--- src/rtl/nv_nvdla_cdma_wt_param_fifo.sv ---
// ============================================================================
// Module      : nv_nvdla_cdma_wt_param_fifo
// Description : Parametrised valid/ready weight-group FIFO with registered
//               read output, runtime write limit, flush and status outputs.
// Revision    : 1.0 - initial release
// ============================================================================
`default_nettype none

module nv_nvdla_cdma_wt_param_fifo #(
    parameter int WIDTH    = 32,
    parameter int DEPTH    = 32,
    parameter int AFULL_TH = 28,
    parameter int CW       = $clog2(DEPTH + 1)
) (
    input  logic             clk,
    input  logic             reset,
    input  logic             wr_req,
    output logic             wr_ready,
    input  logic [WIDTH-1:0] wr_data,
    output logic             rd_req,
    input  logic             rd_ready,
    output logic [WIDTH-1:0] rd_data,
    input  logic             flush,
    input  logic [CW-1:0]    wr_limit,
    output logic [CW-1:0]    count,
    output logic             afull
);

    localparam int            AW       = $clog2(DEPTH);
    localparam logic [CW-1:0] C_DEPTH  = CW'(DEPTH);
    localparam logic [CW-1:0] C_AFULL  = CW'(AFULL_TH);

    logic [WIDTH-1:0] r_mem [DEPTH];
    logic [AW-1:0]    r_wptr;
    logic [AW-1:0]    r_rptr;
    logic [CW-1:0]    r_count;
    logic             r_wr_ready;
    logic             r_rd_req;
    logic             r_afull;
    logic [WIDTH-1:0] r_rd_data;

    logic             w_push;
    logic             w_pop;
    logic             w_arr_empty;
    logic             w_load;
    logic             w_bypass;
    logic             w_from_arr;
    logic             w_wr_arr;
    logic [CW-1:0]    w_count_nxt;
    logic [CW-1:0]    w_eff_lim;

    // The output register holds one entry whenever rd_req is high, so the
    // array holds count - rd_req entries.
    always_comb begin
        w_push      = wr_req & r_wr_ready;
        w_pop       = r_rd_req & rd_ready;
        w_arr_empty = (r_count == CW'(r_rd_req));
        w_load      = ~r_rd_req | w_pop;
        w_bypass    = w_load & w_arr_empty & w_push;
        w_from_arr  = w_load & ~w_arr_empty;
        w_wr_arr    = w_push & ~w_bypass;
        w_count_nxt = r_count + CW'(w_push) - CW'(w_pop);
        w_eff_lim   = ((wr_limit == '0) || (wr_limit > C_DEPTH)) ? C_DEPTH : wr_limit;
    end

    always_ff @(posedge clk) begin
        if (w_wr_arr) begin
            r_mem[r_wptr] <= wr_data;
        end
    end

    always_ff @(posedge clk) begin
        if (reset) begin
            r_wptr     <= '0;
            r_rptr     <= '0;
            r_count    <= '0;
            r_wr_ready <= 1'b1;
            r_rd_req   <= 1'b0;
            r_afull    <= 1'b0;
            r_rd_data  <= '0;
        end else if (flush) begin
            // rd_data is left untouched so no partial word is ever exposed
            r_wptr     <= '0;
            r_rptr     <= '0;
            r_count    <= '0;
            r_wr_ready <= 1'b1;
            r_rd_req   <= 1'b0;
            r_afull    <= 1'b0;
        end else begin
            if (w_wr_arr) begin
                r_wptr <= r_wptr + 1'b1;
            end
            if (w_from_arr) begin
                r_rptr <= r_rptr + 1'b1;
            end
            if (w_load) begin
                r_rd_req <= w_bypass | w_from_arr;
                if (w_bypass) begin
                    r_rd_data <= wr_data;
                end else if (w_from_arr) begin
                    r_rd_data <= r_mem[r_rptr];
                end
            end
            r_count    <= w_count_nxt;
            r_wr_ready <= (w_count_nxt < w_eff_lim);
            r_afull    <= (w_count_nxt >= C_AFULL);
        end
    end

    assign wr_ready = r_wr_ready;
    assign rd_req   = r_rd_req;
    assign rd_data  = r_rd_data;
    assign count    = r_count;
    assign afull    = r_afull;

    a_count_max : assert property (@(posedge clk) disable iff (reset)
        r_count <= C_DEPTH);
    a_no_overflow : assert property (@(posedge clk) disable iff (reset)
        w_push |-> (r_count < C_DEPTH));
    a_stall_stable : assert property (@(posedge clk) disable iff (reset)
        (r_rd_req && !rd_ready && !flush) |=> $stable(r_rd_data));

endmodule

`default_nettype wire

--- config.mk ---
export PLATFORM = sky130hd
export DESIGN_NAME = nv_nvdla_cdma_wt_param_fifo
export DESIGN_NICKNAME = d
export VERILOG_FILES = /design/src/rtl/nv_nvdla_cdma_wt_param_fifo.sv
export SDC_FILE = /design/constraint.sdc
export NUM_CORES = 1
export LEC_CHECK = 0
export CAP_MARGIN = 20
export CORE_MARGIN = 10
export CORE_UTILIZATION = 55
export CTS_CLUSTER_SIZE = 20
export DETAILED_ROUTE_END_ITERATION = 12
export PLACE_DENSITY = 0.72
export SYNTH_ARGS = -nofsm -noshare
export SYNTH_HDL_FRONTEND = slang
export SYNTH_SLANG_ARGS = --single-unit
--- constraint.sdc ---
create_clock -name clk -period 4.54 [get_ports clk]
set_input_delay 0.908 -clock clk [delete_from_list [all_inputs] [get_ports clk]]
set_output_delay 0.908 -clock clk [all_outputs]
set_load 0.1 [all_outputs]
## Word-level counts from Yosys, hierarchy flattened

Memory sizes are Yosys's and may differ from the RTL's. A register that Yosys moved wholly into a read port is not among the register bits.
Cells that the tools add are included.

| word-level totals | value |
|---|---|
| bits in registers | 51 |
| bits in writable memories | 1024 |
| input port bits | 43 |
| output and inout bits | 41 |
| word-level logic and storage cells | 40 |
| memories kept | 1 |

Memories:

| memory | depth | width | read ports | clocked after memory_dff | write ports | line | text |
|---|---|---|---|---|---|---|---|
| r_mem | 32 | 32 | 1 | 1 | 1 | 33 | `logic [WIDTH-1:0] r_mem [DEPTH];` |

| operators by class | value |
|---|---|
| add/subtract/negate cells | 4 |
| order comparisons | 3 |
| equal/unequal tests | 1 |
| mux-type cells | 7 |
| bitwise gates (word level) | 12 |
| reductions and logical operators | 5 |

Operators with widths:

| kind | number |
|---|---|
| 32-bit two-way mux | 2 |
| 5-bit by 1-bit adder with 5-bit output (second input constant) | 2 |
| 5-bit two-way mux | 2 |
| 6-bit by 1-bit adder with 6-bit output | 1 |
| 1-bit bitwise AND | 6 |
| 6-bit by 1-bit == test with 1-bit output | 1 |
| 6-bit by 5-bit >= comparator with 1-bit output (second input constant) | 1 |
| 6-bit > comparator (second input constant) | 1 |
| 6-bit zero test | 1 |
| 6-bit < comparator | 1 |
| 6-bit two-way mux | 1 |
| 6-bit by 1-bit subtractor with 6-bit output | 1 |
| 1-bit inverter | 4 |
| 3-bit AND reduction | 1 |
| 1-bit two-way mux | 2 |
| 1-bit bitwise OR | 2 |
| 2-bit nonzero test | 1 |
| 2-bit OR reduction | 1 |
| 1-bit logical OR | 1 |

## Depth between registers and ports, before layout

Gate-level depths: netlist of run 1.

| depth | value |
|---|---|
| depth after elaboration | 8 |
| mapped depth | 15 |
| depth with buffers taken out | 15 |

## Worst setup path before layout of run 1

No wires, ideal clock.

| timing | value |
|---|---|
| kind | reg-to-reg |
| start point | register r_count[2] (netlist: count[2]) |
| end point | memory r_mem[15][0], enable pin |
| library setup time | 0.422 ns |
| data arrival time | 3.673 ns |
| required time | 4.118 ns |
| setup slack | 0.444 ns |
| cell stages (with the launch flop) | 8 |
| buffers on the path | 0 |
| period minus slack after synthesis | 4.096 ns |
| cell sequence | dfxtp_1 inv_1 ha_1 and3b_1 o21a_1 nor2_1 nand2_1 nor2_1 |

| between the ends | value |
|---|---|
| longest elaborated chain between the ends | 7 |

Ends and longest elaborated chain:

| element | line | text |
|---|---|---|
| from (decl) | 36 | `logic [CW-1:0] r_count;` |
| from (signal assigned) | 104 | `r_count <= w_count_nxt;` |
| 6-bit by 1-bit == test with 1-bit output | 57 | `w_arr_empty = (r_count == CW'(r_rd_req));` |
| 1-bit bitwise AND (2 in a row) | 59 | `w_bypass = w_load & w_arr_empty & w_push;` |
| 1-bit inverter | 61 | `w_wr_arr = w_push & ~w_bypass;` |
| 1-bit bitwise AND | 61 |  |
| 1-bit two-way mux | 67 | `if (w_wr_arr) begin` |
| 1-bit two-way mux (not written as such) | 68 | `r_mem[r_wptr] <= wr_data;` |
| to (decl) | 33 |  |

No other way between the ends.

## Final worst setup path of run 1

| timing | value |
|---|---|
| start point | register r_rd_data[27] (netlist: rd_data[27]) |
| end point | output port rd_data[27] |

RTL lines:

| element | line | text |
|---|---|---|
| from (decl) | 40 | `logic [WIDTH-1:0] r_rd_data;` |
| from (signal assigned) | 99 | `r_rd_data <= wr_data;` |
| from (signal assigned) | 101 | `r_rd_data <= r_mem[r_rptr];` |
| to (decl) | 22 | `output logic [WIDTH-1:0] rd_data,` |

No word-level cell between the ends.

==> flow_metrics.env, run 1 <==
export IMPL_insertion_delay_ns=0.68
export IMPL_rsz0062_at_grt="false"
export IMPL_hold_class="flip-flop to flip-flop"
export IMPL_grt_busiest_layer="met2"
export IMPL_grt_max_degree=47
export IMPL_fin_util=0.646
export IMPL_synth_flop_cell="edfxtp_1"
export IMPL_max_stage_delay_ns=1.22
export IMPL_seq_area_sq_mm=0.0319
export IMPL_leakage_nw=15.2
export IMPL_synthDistinctLibCells=52
export IMPL_status="completed"
export IMPL_syn_inst=1866
export IMPL_setup_viol=0
export IMPL_ctsResizeCount=0
export IMPL_hp_start="r_rptr[4]$_SDFFE_PP0P_"
export IMPL_cp_startpoint="rd_data[27]$_SDFFE_PP0P_"
export IMPL_crit_family="buffers and inverters"
export IMPL_worstHoldPathCells=2
export IMPL_finalNetCount=2124
export IMPL_ant_nets=0
export IMPL_hold_buffers=0
export IMPL_cts_tree="done"
export IMPL_layout_drive_gt1_share=0.273
export IMPL_cp_required_ns=3.63
export IMPL_cts_buffers=105
export IMPL_cts_clk_slew_worst_paths_ns=0.06
export IMPL_relSlewSlack=0.249
export IMPL_numPlacedInstances=2897
export IMPL_die_w_um=295
export IMPL_grtUsageMet2=0.362
export IMPL_grtUsageMet3=0.0397
export IMPL_viasPerCell=6.43
export IMPL_r2r_start="wr_ready$_SDFF_PP1_"
export IMPL_first_iter_violations=2573
export IMPL_hold_viol=0
export IMPL_place_hpwl_mm=53.6
export IMPL_yosys_top_cells_count="1,024 x edfxtp_1, 277 x mux4_2, 110 x nor2_1"
export IMPL_powerDensity_mw_per_mm2=477
export IMPL_cts_sinks=1080
export IMPL_crit_path_end_kind="primary output"
export IMPL_crit_fanout=2
export IMPL_syn_avg_cell_area_sq_um=22.3
export IMPL_grt_use_total=0.224
export IMPL_drc_errors=0
export IMPL_coreArea_sq_mm=0.0748
export IMPL_synthesis_area_sq_mm=0.0417
export IMPL_path_cells="clkdlybuf4s50_1"
export IMPL_finClkSkew_ns=0.0192
export IMPL_cp_slowest_cell="clkdlybuf4s50_1"
export IMPL_io_pins=84
export IMPL_vias=20000
export IMPL_whs_ns=0.528
export IMPL_synth_edf_count=1024
export IMPL_finalNonFillerCells=3119
export IMPL_max_cap_viol_count=0
export IMPL_arrival_ns=2.43
export IMPL_period_needed_ns=3.34
export IMPL_worstPathBufferInverterCount=1
export IMPL_antenna_found_initial=3
export IMPL_ys_ff_latch=1080
export IMPL_synth_top_area_share=0.738
export IMPL_root_buffer="clkbuf_16"
export IMPL_worstSetupPathType="flip-flop to primary output"
export IMPL_totalWireLength_mm=96.7
export IMPL_num_rows=100
export IMPL_use_met1=0.308
export IMPL_grt_first_pass_wirelength_mm=142
export IMPL_first_pass_iters=5
export IMPL_fin_crit_sh=0.736
export IMPL_r2r_end="wr_ready$_SDFF_PP1_"
export IMPL_synth_fp_nets=1928
export IMPL_clockBufferDepth=3
export IMPL_regToRegSetupSlack_ns=1.57
export IMPL_synth_top_area_cell="edfxtp_1"
export IMPL_grt_pass1_vias=20700
export IMPL_num_fill_cells=4684
export IMPL_io_buffers=83
export IMPL_die_area_sq_mm=0.0872
export IMPL_synth_async_reset_ratio=0
export IMPL_r2r_cells=15
export IMPL_cts_max_level=3
export IMPL_setup_tns_final_ns=0
export IMPL_yosysSeqAreaShare=0.765
export IMPL_start_util=0.557
export IMPL_multi_input_area_sq_mm=0.00926
export IMPL_die_h_um=295
export IMPL_worstMarginPinSlew_ns=1.12
export IMPL_slew_viol_final=0
export IMPL_syn_to_final_growth_pct=15.9
export IMPL_post_cts_setup_buffers=0
export IMPL_ys_warn_count=0
export IMPL_ir_drop_mv=0.326
export IMPL_synth_area_leaders="edfxtp_1 74%, mux4_2 15%, dfxtp_1 2.7%"
export IMPL_worst_setup_path_start_kind="flip-flop"
export IMPL_yosysMostFrequentCell="edfxtp_1"
export IMPL_fmax_ghz=0.299
export IMPL_routabilityCongestion=0.823
export IMPL_overflow=0
export IMPL_routedWlPerCell_um=31.0
worst max-delay path by stage:
stage / cells past startpoint / to / slack, ns
CTS: 1 / rd_data[27] / 1.20
floorplan: 7 / r_mem[15][0]$_DFFE_PP_ / 0.44
finish: 1 / rd_data[27] / 1.20
detailed placement: 16 / wr_ready$_SDFF_PP1_ / 0.58
global route: 16 / wr_ready$_SDFF_PP1_ / 1.02
global placement: 16 / wr_ready$_SDFF_PP1_ / 0.53
kinds of logic (layout without fill, tap and decap cells):
group,after synthesis,count (layout),synth area share
xor+xnor,12,12,0.00252
buf+inv,113,395,0.0190
fa+ha+maj,19,19,0.00588
simple gates,203,203,0.0234
mux,350,350,0.170
other cells,0,2,0
compound gates,89,89,0.0140
flops,1080,1080,0.765
cell type report:
type | instances | area share
Clock inverter | 58 | 0.0127
Timing Repair Buffer | 186 | 0.0499
Sequential cell | 1080 | 0.660
Clock buffer | 135 | 0.0591
Tap cell | 969 | 0.0251
Antenna cell | 2 | 0.000104
Multi-Input combinational cell | 673 | 0.192
Inverter | 16 | 0.00135
cells in the final DEF (no fill, tap or decap), drive strengths merged, types with 2 or more instances in the layout:
cell and instances:
xor2 7, and3 2, diode 2, buf 97
xnor2 5, clkbuf 142, a22oi 31, a21oi 10
inv 17, nand4 3, nand3b 2, nor2 111
or2 2, clkdlybuf4s50 82, o21ai 25, nand3 7
or3b 2, nor4 30, edfxtp 1024, dfxtp 56
nor2b 13, o22ai 9, clkinv 43, bufinv 11
mux2i 65, o21a 4, and2 8, nand2b 4
ha 18, clkinvlp 3, mux4 285, nor3 3
nand2 13
metal layers:
layer  share of wire  vias up
met2            0.50     1017
met1            0.39    10600
met4           0.025        0
met5               0        -
met3           0.080      150
li1                -     8233
per-stage QoR:
step                      total power [mW]  setup slack [ns]  area [sq um]
after floorplan                       13.6             0.444         41700
after global placement                14.5             0.532         44200
after detailed placement              14.5             0.582         44200
after CTS                             23.1              1.20         47700
after global routing                  23.7              1.02         48300
final                                 23.1              1.20         48300
where the power goes:
| group | total (mW) | switching (mW) | leakage [nW] | internal (mW) |
|---|---|---|---|---|
| sequential | 11.2 | 0.173 | 9.67 | 11.1 |
| combinational | 3.10 | 1.83 | 3.82 | 1.27 |
| clock | 8.71 | 3.64 | 1.70 | 5.07 |
| total | 23.1 | 5.65 | 15.2 | 17.4 |
worst reg2reg max path, cell delays in order, from the launching register on:
cell and delay (ns):
dfxtp_1 0.36, nand2_1 0.15, ha_1 0.31, inv_1 0.03, ha_1 0.20, fa_1 0.43
a21oi_1 0.15, nor2_1 0.05, nor2_1 0.11, xor2_1 0.26, inv_1 0.09, ha_1 0.28
o21ai_0 0.07, a21oi_1 0.12, o21a_1 0.12, o21ai_0 0.07
flip-flops by register name (all words and copies together), names as in the netlist, named ones only:
register	flops
r_mem	1024
rd_data	32
count	6
r_rptr	5
r_wptr	5
afull	1
rd_req	1
wr_ready	1
Note: power is estimated with default switching activity, not from simulation.
==> run 2, diff against run 1 <==
--- a/config.mk
+++ b/config.mk
@@ -10,7 +10,7 @@
 export CORE_UTILIZATION = 55
 export CTS_CLUSTER_SIZE = 20
 export DETAILED_ROUTE_END_ITERATION = 12
-export PLACE_DENSITY = 0.72
+export PLACE_DENSITY = 0.75
 export SYNTH_ARGS = -nofsm -noshare
 export SYNTH_HDL_FRONTEND = slang
 export SYNTH_SLANG_ARGS = --single-unit
==> constraint.sdc (replaced) <==
create_clock -name clk -period 2.75 [get_ports clk]
set_input_delay 0.55 -clock clk [delete_from_list [all_inputs] [get_ports clk]]
set_output_delay 0.55 -clock clk [all_outputs]
set_load 0.1 [all_outputs]
==> run 2 against run 1 <==
Clock power increased by 64%; total power increased by 65%; critical path depth rose by 14; clock skew rose by 0.0084 ns; routed wire length is 5.8% higher; flip-flop and latch count unchanged; core utilization is 0.98 points higher; sequential share of layout area is 0.93 points lower; cell area is 1.5% higher; die area unchanged; first-iteration DRC count rose by 6.4%; largest power group unchanged.
==> flow_metrics.env, run 2 (synthesis gave the netlist of run 1 again) <==
export IMPL_antenna_found_initial=5
export IMPL_routabilityCongestion=0.814
export IMPL_fin_crit_sh=0.986
export IMPL_powerDensity_mw_per_mm2=777
export IMPL_io_pins=84
export IMPL_first_pass_iters=6
export IMPL_r2r_cells=15
export IMPL_period_needed_ns=2.71
export IMPL_grt_use_total=0.238
export IMPL_vias=20800
export IMPL_crit_fanout=2
export IMPL_hp_start="reset"
export IMPL_layout_drive_gt1_share=0.325
export IMPL_mostFrequentLayoutCell="edfxtp_1"
export IMPL_path_cells="and2_4 > ha_4 > inv_2 > ha_4 > fa_2 > a21oi_2 > nor2_1 > nor2_1 > xor2_1 > inv_1 > ha_1 > o21ai_1 > a21oi_1 > o21a_1 > o21ai_1"
export IMPL_clockBufferDepth=3
export IMPL_worstSetupPathType="flip-flop to flip-flop"
export IMPL_finClkSkew_ns=0.0277
export IMPL_largest_register_ffs=1024
export IMPL_first_iter_violations=2737
export IMPL_die_w_um=295
export IMPL_io_buffers=83
export IMPL_worstMarginPinSlew_ns=0.678
export IMPL_hold_viol=0
export IMPL_root_buffer="clkbuf_16"
export IMPL_place_hpwl_mm=58.0
export IMPL_mostFrequentLayoutCells="1,024 x edfxtp_1, 277 x mux4_2, 137 x buf_4"
export IMPL_fin_ws_ns=0.0389
export IMPL_max_stage_delay_ns=0.36
export IMPL_max_cap_viol_count=0
export IMPL_cts_buffers=102
export IMPL_totalWireLength_mm=102
export IMPL_routedWlPerCell_um=32.0
export IMPL_worst_setup_path_start_kind="flip-flop"
export IMPL_r2r_start="rd_req$_SDFFE_PP0P_"
export IMPL_num_fill_cells=4586
export IMPL_finalNetCount=2197
export IMPL_coreArea_sq_mm=0.0748
export IMPL_ir_drop_mv=0.478
export IMPL_slew_viol_final=0
export IMPL_ant_nets=0
export IMPL_viasPerCell=6.51
export IMPL_cts_tree="done"
export IMPL_die_h_um=295
export IMPL_pre_cts_slack_ns=-0.611
export IMPL_fmax_ghz=0.369
export IMPL_relSlewSlack=0.547
export IMPL_worstHoldPathCells=2
export IMPL_cts_clk_slew_worst_paths_ns=0.07
export IMPL_r2r_end="wr_ready$_SDFF_PP1_"
export IMPL_cp_slowest_cell="fa_2"
export IMPL_cts_max_level=3
export IMPL_fin_util=0.655
export IMPL_insertion_delay_ns=0.69
export IMPL_rsz0062_at_grt="true"
export IMPL_top_register="r_mem"
export IMPL_cts_sinks=1080
export IMPL_start_util=0.557
export IMPL_overflow=0
export IMPL_num_rows=100
export IMPL_crit_path_end_kind="flip-flop"
export IMPL_grt_max_degree=45
export IMPL_die_area_sq_mm=0.0872
export IMPL_syn_to_final_growth_pct=17.7
export IMPL_grt_first_pass_wirelength_mm=150
export IMPL_cp_required_ns=3.35
export IMPL_status="completed"
export IMPL_drc_errors=0
export IMPL_arrival_ns=3.31
export IMPL_leakage_nw=15.6
export IMPL_hold_path_end="rd_data[16]$_SDFFE_PP0P_"
export IMPL_regToRegSetupSlack_ns=0.04
export IMPL_hold_class="input pin to flip-flop"
export IMPL_setup_viol=0
export IMPL_grt_pass1_vias=21400
run 2: cell types whose count changed in the layout (fill, tap and decap cells not counted), sizes merged:
| cell | change |
|---|---|
| buf | +124 |
| clkdlybuf4s50 | -41 |
| clkbuf | -11 |
| inv | +4 |
| clkinvlp | +2 |
| clkinv | -1 |
| diode | -1 |
run 2: power breakdown:
group          total (mW)  leakage, nW  internal (mW)  switching, mW
logic                5.36         4.29           2.22           3.14
registers            18.5         9.68           18.3          0.213
clock network        14.3         1.68           8.18           6.08
run 2: per-stage QoR:
stage / instance area [sq um] / hold slack [ns] / TNS (ns) / cells / power, mW
2_1_floorplan: 42000 / 0.485 / 0 / 1866 / 22.6
3_3_place_gp: 45600 / 0.508 / -0.749 / 2998 / 24.0
3_5_place_dp: 45600 / 0.521 / -0.728 / 2998 / 24.1
4_1_cts: 49000 / 0.329 / 0 / 3192 / 38.2
5_1_grt: 49000 / 0.369 / -0.0990 / 3194 / 39.2
6_report: 49000 / 0.370 / 0 / 3195 / 38.1
run 2: how the worst max path moves through the flow:
| stage | from | slack (ns) | cells past startpoint | end |
|---|---|---|---|---|
| after global placement | wr_req | -0.61 | 16 | wr_ready$_SDFF_PP1_ |
| final | rd_req$_SDFFE_PP0P_ | 0.04 | 15 | wr_ready$_SDFF_PP1_ |
| after floorplan | rd_ready | 0.002 | 15 | wr_ready$_SDFF_PP1_ |
| after CTS | rd_req$_SDFFE_PP0P_ | 0.009 | 15 | wr_ready$_SDFF_PP1_ |
| after detailed placement | wr_req | -0.61 | 16 | wr_ready$_SDFF_PP1_ |
| after global routing | rd_req$_SDFFE_PP0P_ | -0.1 | 15 | wr_ready$_SDFF_PP1_ |
run 2: final cells by class:
class                   count  area [sq um]  area share
flip-flops and latches   1080         31900       0.651
multi-input cells         673          9320       0.190
repair buffers            262          3110      0.0633
clock buffers             131          2760      0.0563
well taps                 969          1210      0.0247
clock inverters            63           666      0.0136
inverters                  16          65.1     0.00133
diodes                      1          2.50   0.0000510
run 2: metal layers:
metal	vias up	global-route usage	wire length (um)
li1	8381	-	-
met1	11000	0.330	39100
met2	1236	0.383	50100
met3	191	0.0429	9860
met4	8	0.0837	3210
met5	-	0	53
run 2: worst max-delay path: cells and delay by family, from the launching register on:
family,cells,cell delay (ns)
adders and majority gates,4,1.04
AOI/OAI and AO/OA,5,0.60
DFF,1,0.34
and+or+nand+nor,3,0.33
xor gates and xnor gates,1,0.21
buffers and inverters,2,0.12
run 2: what timing repair did:
item | CTS | global route
gates resized for setup | 0 | 6
endpoints found under the setup margin | 0 | 1
setup buffers | 0 | 2
hold buffers | 0 | 0
==> run 3, diff against run 2 <==
--- a/config.mk
+++ b/config.mk
@@ -6,7 +6,6 @@
 export NUM_CORES = 1
 export LEC_CHECK = 0
 export CAP_MARGIN = 20
-export CORE_MARGIN = 10
 export CORE_UTILIZATION = 55
 export CTS_CLUSTER_SIZE = 20
 export DETAILED_ROUTE_END_ITERATION = 12
==> run 3 against run 2 <==
Register-to-register slack got worse by 0.05 ns; critical path type unchanged; highest routed layer is now met4; core utilization fell by 0.32 points; critical endpoint unchanged; the flow now finishes with violations (setup timing); non-clock buffer count down 10; setup slack got worse by 0.048 ns.
==> flow_metrics.env, run 3 (synthesis gave the netlist of run 1 again) <==
export IMPL_status="finished with violations"
export IMPL_failed_checks="setup timing"
export IMPL_cts_max_level=3
export IMPL_antenna_cells=0
export IMPL_finalNonFillerCells=3179
export IMPL_die_area_sq_mm=0.0769
export IMPL_viasPerCell=6.53
export IMPL_slew_viol_final=0
export IMPL_grt_use_total=0.265
export IMPL_cp_required_ns=3.26
export IMPL_worst_path_most_repeated_cell="ha_4"
export IMPL_io_buffers=83
export IMPL_hold_viol=0
export IMPL_grt_max_degree=54
export IMPL_cp_slowest_cell="fa_2"
export IMPL_worstSetupPathType="flip-flop to flip-flop"
export IMPL_routedWlPerCell_um=31.5
export IMPL_fin_ws_ns=-0.00876
export IMPL_clockBufferDepth=3
export IMPL_hold_buffers=0
export IMPL_max_cap_viol_count=0
export IMPL_top_register="r_mem"
export IMPL_grtUsageMet2=0.430
export IMPL_fin_crit_sh=1.00
export IMPL_setup_tns_final_ns=-0.00876
export IMPL_path_cells="and2_4 > ha_4 > inv_2 > ha_4 > fa_2 > a21oi_2 > nor2_1 > nor2_1 > xor2_1 > inv_1 > ha_4 > o21ai_2 > a21oi_2 > o21a_1 > o21ai_1"
export IMPL_first_iter_violations=2463
export IMPL_vias=20800
export IMPL_insertion_delay_ns=0.69
export IMPL_place_hpwl_mm=56.3
export IMPL_syn_to_final_growth_pct=16.9
export IMPL_numPlacedInstances=2989
export IMPL_cts_sinks=1080
export IMPL_ant_nets=0
export IMPL_arrival_ns=3.27
export IMPL_grt_pass1_vias=21400
export IMPL_root_buffer="clkbuf_16"
export IMPL_grtUsageMet3=0.0487
export IMPL_crit_family="adder cells"
export IMPL_antenna_found_initial=0
export IMPL_cp_startpoint="rd_req$_SDFFE_PP0P_"
export IMPL_leakage_nw=15.5
export IMPL_num_fill_cells=4586
export IMPL_die_w_um=277
export IMPL_io_pins=84
export IMPL_drc_errors=0
export IMPL_r2r_start="rd_req$_SDFFE_PP0P_"
export IMPL_crit_path_end_kind="flip-flop"
export IMPL_start_util=0.558
export IMPL_mostFrequentLayoutCell="edfxtp_1"
export IMPL_num_rows=100
export IMPL_relSlewSlack=0.512
export IMPL_hold_class="input pin to flip-flop"
export IMPL_worst_setup_path_start_kind="flip-flop"
export IMPL_coreArea_sq_mm=0.0747
export IMPL_grt_first_pass_wirelength_mm=145
export IMPL_cts_buffers=102
export IMPL_cts_tree="done"
export IMPL_cts_clk_slew_worst_paths_ns=0.06
export IMPL_largest_register_ffs=1024
export IMPL_regToRegSetupSlack_ns=-0.009
export IMPL_setup_viol=1
export IMPL_worstPathBufferInverterCount=2
export IMPL_mostFrequentLayoutCells="1,024 x edfxtp_1, 277 x mux4_2, 143 x buf_4"
export IMPL_die_h_um=277
export IMPL_totalWireLength_mm=100
export IMPL_grt_busiest_layer="met2"
export IMPL_overflow=0
export IMPL_use_met1=0.360
export IMPL_layout_drive_gt1_share=0.319
export IMPL_ir_drop_mv=0.558
export IMPL_finClkSkew_ns=0.0448
export IMPL_hp_start="reset"
export IMPL_powerDensity_mw_per_mm2=779
export IMPL_worstMarginPinSlew_ns=0.730
export IMPL_finalNetCount=2187
export IMPL_routabilityCongestion=0.791
export IMPL_fmax_ghz=0.362
export IMPL_period_needed_ns=2.76
export IMPL_max_stage_delay_ns=0.37
export IMPL_rsz0062_at_grt="true"
export IMPL_crit_fanout=2
export IMPL_first_pass_iters=5
run 3: cell count changes in the layout (fill, tap and decap cells not counted), moves of 3 or more:
cell | previous run | this run
buf_12 | 83 | 67
buf_4 | 137 | 143
clkbuf_1 | 20 | 26
clkbuf_8 | 8 | 5
clkinv_2 | 22 | 16
inv_6 | 6 | 3
run 3: per-layer routing:
layer / routed length, um / vias up
met5: 0 / -
met1: 37800 / 10900
met4: 3390 / 0
met3: 9510 / 220
met2: 49500 / 1302
li1: - / 8361
run 3: final timing paths:
path                        endpoint  cells after the start
min          rd_data[7]$_SDFFE_PP0P_                      2
max              wr_ready$_SDFF_PP1_                     15
min reg2reg                flip-flop                      2
max reg2reg      wr_ready$_SDFF_PP1_                     15
run 3: repair_timing:
action	4_1_cts	5_1_grt
setup endpoints to repair	1	1
pin swaps	2	7
gates cloned	0	0
setup buffers	1	0
resized for setup	2	7
run 3: stage by stage:
step	power, mW	setup WS, ns	hold WS, ns	area (sq um)	utilization
floorplan	22.6	0.00241	0.485	42000	-
global placement	24.0	-0.626	0.519	45300	0.606
detailed placement	24.1	-0.690	0.515	45300	0.606
CTS	38.1	0.0113	0.349	48700	0.652
global route	39.0	-0.124	0.393	48700	0.652
finish	38.0	-0.00876	0.414	48700	0.652
run 3: where the power goes:
group | switching, mW | internal (mW) | leakage [nW] | total (mW)
registers | 0.206 | 18.3 | 9.68 | 18.5
clock network | 6.03 | 8.09 | 1.64 | 14.1
logic | 3.13 | 2.22 | 4.19 | 5.35
run 3: cell type report:
cell class,count,area (sq um),share of cell area
clock inverters,55,618,0.0127
inverters,16,65.1,0.00134
well taps,969,1210,0.0249
clock buffers,134,2740,0.0563
repair buffers,252,2830,0.0581
flip-flops and latches,1080,31900,0.655
multi-input cells,673,9340,0.192
